$ cat src/rtl/exc_pipe_tracker.sv
// Decode-stage legality check plus precise exception tracking through STAGES pipeline registers.
// Define LEGAL_EXT_EN to accept movz/movn/clz/clo/mul as legal encodings.
module exc_pipe_tracker #(
    parameter int STAGES = 2,
    parameter int CODE_W = 5
) (
    input  logic                     clk,
    input  logic                     reset,
    input  logic [31:0]              instr_d,
    input  logic [31:0]              pc_d,
    input  logic                     bd_d,
    input  logic                     adel_d,
    input  logic                     stall,
    input  logic                     flush,
    input  logic [STAGES-1:0]        side_vld,
    input  logic [CODE_W*STAGES-1:0] side_code,
    input  logic                     int_req,
    output logic                     legal_d,
    output logic                     exc_req,
    output logic [CODE_W-1:0]        exc_code,
    output logic [31:0]              exc_epc,
    output logic                     exc_bd
);

    localparam int                LC     = STAGES - 1;
    localparam logic [CODE_W-1:0] C_ADEL = CODE_W'(4);
    localparam logic [CODE_W-1:0] C_RI   = CODE_W'(10);
    localparam logic [CODE_W-1:0] C_INT  = CODE_W'(0);

    function automatic logic f_legal(input logic [31:0] w);
        logic [5:0] op;
        logic [5:0] fn;
        logic [4:0] rs;
        logic [4:0] rt;
        logic       l;
        op = w[31:26];
        rs = w[25:21];
        rt = w[20:16];
        fn = w[5:0];
        l  = 1'b0;
        case (op)
            6'h00: begin
                case (fn)
                    6'h00, 6'h02, 6'h03, 6'h04, 6'h06, 6'h07, 6'h08, 6'h09,
                    6'h10, 6'h11, 6'h12, 6'h13, 6'h18, 6'h19, 6'h1A, 6'h1B,
                    6'h20, 6'h21, 6'h22, 6'h23, 6'h24, 6'h25, 6'h26, 6'h27,
                    6'h2A, 6'h2B: l = 1'b1;
`ifdef LEGAL_EXT_EN
                    6'h0A, 6'h0B: l = 1'b1;
`else
                    6'h0A, 6'h0B: l = 1'b0;
`endif
                    default: l = 1'b0;
                endcase
            end
            6'h01: l = (rt == 5'd0) || (rt == 5'd1);
            // eret is only legal as the exact word; other CO-space encodings are reserved
            6'h10: l = (rs == 5'd0) || (rs == 5'd4) || (w == 32'h4200_0018);
            6'h1C: begin
`ifdef LEGAL_EXT_EN
                case (fn)
                    6'h20, 6'h21, 6'h02: l = 1'b1;
                    default:             l = 1'b0;
                endcase
`else
                l = 1'b0;
`endif
            end
            6'h02, 6'h03, 6'h04, 6'h05, 6'h06, 6'h07, 6'h08, 6'h09,
            6'h0A, 6'h0B, 6'h0C, 6'h0D, 6'h0E, 6'h0F, 6'h20, 6'h21,
            6'h23, 6'h24, 6'h25, 6'h28, 6'h29, 6'h2B: l = 1'b1;
            default: l = 1'b0;
        endcase
        return l;
    endfunction

    logic [STAGES-1:0] r_valid;
    logic [STAGES-1:0] r_bd;
    logic [STAGES-1:0] r_pend;
    logic [31:0]       r_pc   [STAGES];
    logic [CODE_W-1:0] r_code [STAGES];

    logic [STAGES-1:0] w_nxt_valid;
    logic [STAGES-1:0] w_nxt_bd;
    logic [STAGES-1:0] w_nxt_pend;
    logic [31:0]       w_nxt_pc   [STAGES];
    logic [CODE_W-1:0] w_nxt_code [STAGES];

    logic              w_legal;
    logic              w_d_pend;
    logic [CODE_W-1:0] w_d_code;
    logic              w_clear;
    logic              w_req;
    logic              w_cside;
    logic [CODE_W-1:0] w_cside_code;
    logic [CODE_W-1:0] w_code;
    logic [31:0]       w_epc;
    logic              w_bd;

    assign w_legal      = f_legal(instr_d);
    assign w_d_pend     = adel_d | ~w_legal;
    assign w_d_code     = adel_d ? C_ADEL : C_RI;
    assign w_cside      = side_vld[LC];
    assign w_cside_code = side_code[LC*CODE_W +: CODE_W];
    assign w_req        = r_valid[LC] & (r_pend[LC] | w_cside | int_req);
    assign w_clear      = w_req | flush;

    // Next pipeline contents: clear, bubble or D capture into stage 1, oldest-wins merge downstream.
    always_comb begin
        w_nxt_valid = '0;
        w_nxt_bd    = '0;
        w_nxt_pend  = '0;
        for (int k = 0; k < STAGES; k++) begin
            w_nxt_pc[k]   = 32'd0;
            w_nxt_code[k] = '0;
        end
        if (w_clear) begin
            w_nxt_valid = '0;
        end else begin
            if (stall) begin
                w_nxt_valid[0] = 1'b0;
            end else begin
                w_nxt_valid[0] = 1'b1;
                w_nxt_pc[0]    = pc_d;
                w_nxt_bd[0]    = bd_d;
                w_nxt_pend[0]  = w_d_pend;
                w_nxt_code[0]  = w_d_pend ? w_d_code : '0;
            end
            for (int k = 1; k < STAGES; k++) begin
                w_nxt_valid[k] = r_valid[k-1];
                w_nxt_pc[k]    = r_pc[k-1];
                w_nxt_bd[k]    = r_bd[k-1];
                if (r_pend[k-1]) begin
                    w_nxt_pend[k] = 1'b1;
                    w_nxt_code[k] = r_code[k-1];
                end else if (r_valid[k-1] && side_vld[k-1]) begin
                    w_nxt_pend[k] = 1'b1;
                    w_nxt_code[k] = side_code[(k-1)*CODE_W +: CODE_W];
                end else begin
                    w_nxt_pend[k] = 1'b0;
                    w_nxt_code[k] = '0;
                end
            end
        end
    end

    // Stage registers.
    always_ff @(posedge clk or negedge reset) begin
        if (!reset) begin
            r_valid <= '0;
            r_bd    <= '0;
            r_pend  <= '0;
            for (int k = 0; k < STAGES; k++) begin
                r_pc[k]   <= 32'd0;
                r_code[k] <= '0;
            end
        end else begin
            r_valid <= w_nxt_valid;
            r_bd    <= w_nxt_bd;
            r_pend  <= w_nxt_pend;
            for (int k = 0; k < STAGES; k++) begin
                r_pc[k]   <= w_nxt_pc[k];
                r_code[k] <= w_nxt_code[k];
            end
        end
    end

    // Commit-stage exception report; interrupt outranks any recorded exception.
    always_comb begin
        w_code = '0;
        w_epc  = 32'd0;
        w_bd   = 1'b0;
        if (w_req) begin
            if (int_req) begin
                w_code = C_INT;
            end else if (r_pend[LC]) begin
                w_code = r_code[LC];
            end else begin
                w_code = w_cside_code;
            end
            w_epc = r_bd[LC] ? (r_pc[LC] - 32'd4) : r_pc[LC];
            w_bd  = r_bd[LC];
        end else begin
            w_code = '0;
        end
    end

    assign legal_d  = w_legal;
    assign exc_req  = w_req;
    assign exc_code = w_code;
    assign exc_epc  = w_epc;
    assign exc_bd   = w_bd;

endmodule

$ cat config.mk
export PLATFORM = sky130hd
export DESIGN_NAME = exc_pipe_tracker
export DESIGN_NICKNAME = d
export VERILOG_FILES = /design/src/rtl/exc_pipe_tracker.sv
export SDC_FILE = /design/constraint.sdc
export NUM_CORES = 1
export LEC_CHECK = 0
export ABC_AREA = 1
export CORE_UTILIZATION = 43
export CTS_CLUSTER_SIZE = 40
export DETAILED_ROUTE_END_ITERATION = 6
export GPL_TIMING_DRIVEN = 0
export MAX_ROUTING_LAYER = met4
export PLACE_DENSITY = 0.82
export SYNTH_ARGS = -nofsm -noshare
export SYNTH_HDL_FRONTEND = slang
export SYNTH_SLANG_ARGS = --single-unit
$ cat constraint.sdc
create_clock -name clk -period 1.93 [get_ports clk]
set_clock_uncertainty 0.15 [all_clocks]
set_input_delay 0.386 -clock clk [delete_from_list [all_inputs] [get_ports clk]]
set_output_delay 0.386 -clock clk [all_outputs]
set_load 0.01 [all_outputs]
# After elaboration in Yosys (flattened, before gate mapping)
# Memory sizes are Yosys's and may differ from the RTL's.
# Cells that the tools add are included.
# Widths: inputs -> output; s select.
dict set report totals {
  regBits 80
  rom_bits 64
  inputBits 83
  out_inout_bits 40
  word_cells 73
  n_memories 1
}
dict set report op_classes {
  addsub 1
  eq_ne 27
  n_mux 23
  n_bitwise 6
  n_reduce_logical 8
}
# name depth word_bits rd rd_clocked_by_memory_dff wr line_no
set memory_table {}
lappend memory_table {{(name not given)} 64 1 1 0 0 43} ;# case (fn)
# cell n
set ops {}
lappend ops {{$mux 32} 3}
lappend ops {{$mux 64} 1}
lappend ops {{$eq 6x4->1 const B} 8}
lappend ops {{$eq 6x6->1 const B} 8}
lappend ops {{$eq 32x31->1 const B} 1}
lappend ops {{$sub 32x3->32 const B} 1}
lappend ops {{$mux 5} 5}
lappend ops {{$eq 6x3->1 const B} 4}
lappend ops {{$reduce_or 22->1} 1}
lappend ops {{$eq 6x2->1 const B} 2}
lappend ops {{$mux 4} 3}
lappend ops {{$logic_not 5->1} 2}
lappend ops {{$mux 9} 1}
lappend ops {{$eq 6x1->1 const B} 1}
lappend ops {{$eq 6x5->1 const B} 1}
lappend ops {{$logic_not 6->1} 1}
lappend ops {{$mux 1} 6}
lappend ops {{$mux 2} 3}
lappend ops {{$eq 5x1->1 const B} 1}
lappend ops {{$eq 5x3->1 const B} 1}
lappend ops {{$or 1x1->1} 4}
lappend ops {{$pmux 1 s4} 1}
lappend ops {{$logic_or 1x1->1} 3}
lappend ops {{$and 1x1->1} 1}
lappend ops {{other kinds (2)} 2}

# Logic depth before layout (Yosys ltp)
dict set report logic_depth {
  ltp_word 9
  depth_mapped 11
  ltp_nobuf 11
}

# Worst setup path after synthesis
# No wires, ideal clock.
dict set report synth_timing {
  kind {reg2out}
  from {register r_pc[2] (netlist bit)}
  to {output exc_epc[28]}
  t_arrival_ps 1518
  t_required_ps 1394
  path_slack_ps -124
  path_stages_with_launch 11
  path_buffers 0
  path_cell_list {dfrtp_1 inv_1 ha_1 nand3_1 nor2_4 nand3_2 nor2_4 nand3_2 nand2_1 inv_1 nor2_1}
}
dict set report synth_via {
  elab_chain_cells 3
}
# element line_no
set synth_rtl {}
lappend synth_rtl {{start: declaration} 80} ;# logic [31:0] r_pc [STAGES];
lappend synth_rtl {{start signal: indexed assignment} 162} ;# r_pc[k] <= w_nxt_pc[k];
lappend synth_rtl {{$sub 32x3->32} 181} ;# w_epc = r_bd[LC] ? (r_pc[LC] - 32'd4) : r_pc[LC];
lappend synth_rtl {{$mux 32} 181}
lappend synth_rtl {{$mux 32} 173} ;# if (w_req) begin
lappend synth_rtl {{end: declaration} 21} ;# output logic [31:0] exc_epc,
# Every way passes these cells.

# Final worst setup path
dict set report layout_timing {
  from {register r_bd[1]}
  to {output exc_epc[19]}
}
dict set report layout_via {
  elab_chain_cells 2
}
# element line_no
set layout_rtl {}
lappend layout_rtl {{start: declaration} 78} ;# logic [STAGES-1:0] r_bd;
lappend layout_rtl {{start signal: assignment} 159} ;# r_bd <= w_nxt_bd;
lappend layout_rtl {{$mux 32} 181}
lappend layout_rtl {{$mux 32} 173}
# Every way passes these cells.

==> flow_summary.toml <==
[logic_synthesis]
synth_enable_flop_cells = 0
postSynthRegisterBits = 77
async_reset_ff_share_pct = 100.0
synthTopCellsByCount = "158 x sky130_fd_sc_hd__nor2_1, 130 x sky130_fd_sc_hd__inv_1, 77 x sky130_fd_sc_hd__dfrtp_1, 67 x sky130_fd_sc_hd__nand2_1, 20 x sky130_fd_sc_hd__nand3_1"
yosysUniqueCellTypes = 27
dominantRegCellSynth = "sky130_fd_sc_hd__dfrtp_1"
yosysMostFrequentCell = "sky130_fd_sc_hd__nor2_1"
synthesis.yosys.warnings = 0
synthTopCellsByArea = "sky130_fd_sc_hd__dfrtp_1 48%, sky130_fd_sc_hd__nor2_1 15%, sky130_fd_sc_hd__inv_1 12%, sky130_fd_sc_hd__nand2_1 6.3%, sky130_fd_sc_hd__nand3_1 2.5%"
ys_seq_area_share_pct = 48.40
postSynthCellCount = 543
post_synth_instance_area_sq_mm = 0.003981
synth_fp_nets = 627
postSynthAreaPerCell_sq_um = 7.332
synth_top_area_cell = "sky130_fd_sc_hd__dfrtp_1"
post-synth-top-area-fraction_pct = 48.40

[placement]
placed_cell_area_sq_mm = 0.005348
buffer_ports.inserted = 122
dp.final_hpwl_microns = 6844
gp_routability_congestion = 0.8831

[worst_setup_path]
worst-r2r-setup-slack_ns = 0.23
category_of_the_most_critical_setup_path = "flop to primary output"
path_delay_family = "simple AND/OR/NAND/NOR gates"
critical_path_buf_inv_count = 2
delay_of_the_slowest_cell_on_the_worst_path_ns = 0.42
setup_crit_start = "r_bd[1]"
critical-path-top-cell-by-count = "sky130_fd_sc_hd__nor2_4"
critPathRequiredTime_ns = 1.39
critical_path.slowest_cell = "sky130_fd_sc_hd__dfrtp_2"
worst_setup_path_end_kind = "primary output"
crit-reg2reg-capture = "r_bd[0]"
critical_path_depth = 10
start_kind = "flop"
wp_data_arrival_ns = 1.99
reg2reg_from = "r_pend[1]"
crit_path_max_fanout = 6
critical_path.endpoint = "exc_epc[19]"
cp_cell_sequence = "inv_4, nor2_4, nand2_4, nor2_4, nand2_4, nor2_4, nand4_1, nand2_1, nor2_2, buf_2"
ff2ff_path_depth = 7

[floorplanning]
die-width_microns = 98.23
core_area_sq_mm = 0.008848
dieArea_sq_mm = 0.009648
floorplan.rows = 34
dieHeight_microns = 98.23
boundaryPins = 123
initial_utilization_pct = 44.99

[clock_tree]
clock_insertion_delay_worst_skew_ns = 0.33
post_cts_hold_buffer_count = 0
cts_tree = "built"
clock_sink_count = 77
cts-root-to-sink-buffers = 2
cts_max_level = 3
worst_setup_hold_path_clk_slew_ns = 0.09
cts.root.buffer_cell = "sky130_fd_sc_hd__clkbuf_8"
tritoncts.num_buffers = 9

[global_route]
global_route.peak_usage_layer = "met2"
grt_util_met1_pct = 24.86
first_global_vias = 4113
groute.layer.met3.usage_pct = 4.223
initial_antenna_violation_count = 0
grt_util_met2_pct = 41.01
grt_usage_pct = 22.88
grt_max_degree = 78
globalRouteOverflowTotal = 0
grt_pass1_wl_microns = 17170

[timing]
fmaxAchievable_mhz = 396.3
unrepaired_setup_endpoints_after_global_routing = "true"
timing_hold_violations_final = 0
hold_ws_ns = 0.009874
setup_viol = 39
worstMarginPinSlew_ns = 0.8864
period_needed_ns = 2.523
setup_ws_ns = -0.5931
timing.slew.headroom_pct = 40.91
post-route-period-util_pct = 130.7
final_report_max_slew_violation_count = 0

[power]
p_per_area_mw_per_mm2 = 550.8
p_leak_nw = 3.222
ir_drop_mv = 0.3045
power.total_w = 0.003444

[detailed_routing]
drt.antenna.violating_nets = 0
detail_route.iter0.violations = 196
first_pass_iters = 7
post-route-drc-count = 5
dr_total_vias = 4119
viasPerCell = 4.846
wirelength_microns = 11330
avgRoutedWirePerCell_microns = 13.33

[worst_hold_path]
hold_class = "input port to asynchronous set/reset pin"

[layout]
fin_nets = 821
design_area_sq_mm = 0.006254
antennaDiodeCount = 0
utilization_pct = 70.67
layout-area-overhead-vs-synth_pct = 57.07
drive_gt1_share_pct = 33.02

[flow_run]
maxCapViolCount = 0

[outcome]
outcome = "finished with violations"
violations = "design-rule violations, negative setup slack"
==> area by class of cell <==
type,instances,area (sq um)
Multi-Input combinational cell,323,1877
Timing Repair Buffer,185,1563
Fill cell,645,2595
Tap cell,108,135.1
Buffer,9,57.56
Sequential cell,77,1931
Inverter,132,504.2
Clock inverter,6,48.80
Clock buffer,10,137.6
==> routing by layer <==
metal  routed length [microns]  part of all wire [%]  vias to the layer above
li1                          -                     -                     1981
met1                      4196                    37                     1878
met2                      5953                    53                      220
met3                       764                   6.7                       40
met4                       414                   3.7                        0
met5                         0                     0                        -
==> where the power goes <==
| part | total (W) | internal (W) | switching, W |
|---|---|---|---|
| registers | 0.00170 | 0.00167 | 0.0000355 |
| clock network | 0.00108 | 0.000507 | 0.000568 |
| logic | 0.000666 | 0.000314 | 0.000352 |
| total | 0.00344 | 0.00249 | 0.000956 |
==> state kept, by name, summed over array words and instances (netlist names) <==
name and count:
r_code 7, r_valid 2, r_bd 2, r_pc 64, r_pend 2
==> worst min path at each step <==
| stage | to | slack, ns | cells after the start |
|---|---|---|---|
| after floorplan | r_bd[0] | -0.06 | 0 |
| after global placement | r_pc[0] | 0.30 | 2 |
| after detailed placement | r_pc[8] | 0.31 | 2 |
| after CTS | r_pc[30] | 0.04 | 1 |
| after global routing | r_pc[30] | 0.09 | 1 |
| final | r_pc[30] | 0.01 | 1 |
==> per-stage QoR <==
step | worst slack [ns] | setup TNS [ns] | instances
2_1_floorplan | -0.02825 | -0.03352 | 543
5_1_grt | -0.7253 | -18.77 | 850
3_5_place_dp | -1.057 | -38.75 | 773
6_report | -0.5931 | -15.02 | 850
3_3_place_gp | -2.054 | -194.11 | 773
4_1_cts | -0.5524 | -15.07 | 836
==> worst reg2reg max path, cell delays in order (launching register included) <==
cell and delay (ns):
sky130_fd_sc_hd__dfrtp_1 0.42, sky130_fd_sc_hd__o31ai_4 0.22, sky130_fd_sc_hd__buf_4 0.15, sky130_fd_sc_hd__nand2_1 0.12
sky130_fd_sc_hd__nor2_4 0.16, sky130_fd_sc_hd__inv_2 0.09, sky130_fd_sc_hd__buf_2 0.18, sky130_fd_sc_hd__nor2_1 0.14
==> cells by family after synthesis <==
group,Yosys count,synth area share [%]
AO/OA/AOI/OAI,34,4.872
XOR/XNOR,4,0.8799
adder cells (fa/ha/maj),1,0.3142
buffers and inverters,143,13.89
flip-flops,77,48.40
multiplexers,5,1.257
AND/OR/NAND/NOR,279,30.39
==> cells in the final DEF (no fill, tap or decap), types with 4 or more instances in the layout <==
cell type / count
sky130_fd_sc_hd__dfrtp_1: 74
sky130_fd_sc_hd__a21oi_1: 8
sky130_fd_sc_hd__nand2_2: 9
sky130_fd_sc_hd__o21ai_2: 6
sky130_fd_sc_hd__buf_2: 43
sky130_fd_sc_hd__clkinvlp_4: 4
sky130_fd_sc_hd__nand3_2: 5
sky130_fd_sc_hd__nand4_1: 6
sky130_fd_sc_hd__nor2_4: 20
sky130_fd_sc_hd__inv_2: 7
sky130_fd_sc_hd__clkdlybuf4s50_1: 47
sky130_fd_sc_hd__clkbuf_8: 10
sky130_fd_sc_hd__a21oi_2: 9
sky130_fd_sc_hd__buf_4: 38
sky130_fd_sc_hd__nor2_1: 124
sky130_fd_sc_hd__nand2_1: 58
sky130_fd_sc_hd__clkbuf_2: 8
sky130_fd_sc_hd__inv_1: 122
sky130_fd_sc_hd__nand3_1: 14
sky130_fd_sc_hd__buf_6: 31
sky130_fd_sc_hd__dlygate4sd2_1: 18
sky130_fd_sc_hd__nor2_2: 25
sky130_fd_sc_hd__mux2i_1: 5
sky130_fd_sc_hd__clkdlybuf4s15_1: 7
==> what timing repair did <==
item                       CTS  global route
setup endpoints to repair   40            40
buffers inserted            46            21
hold endpoints to repair     0             0
pin swaps                   56            59
gates cloned                 1             0
gates resized for setup    286            93
Note: power is estimated with default switching activity, not from simulation.
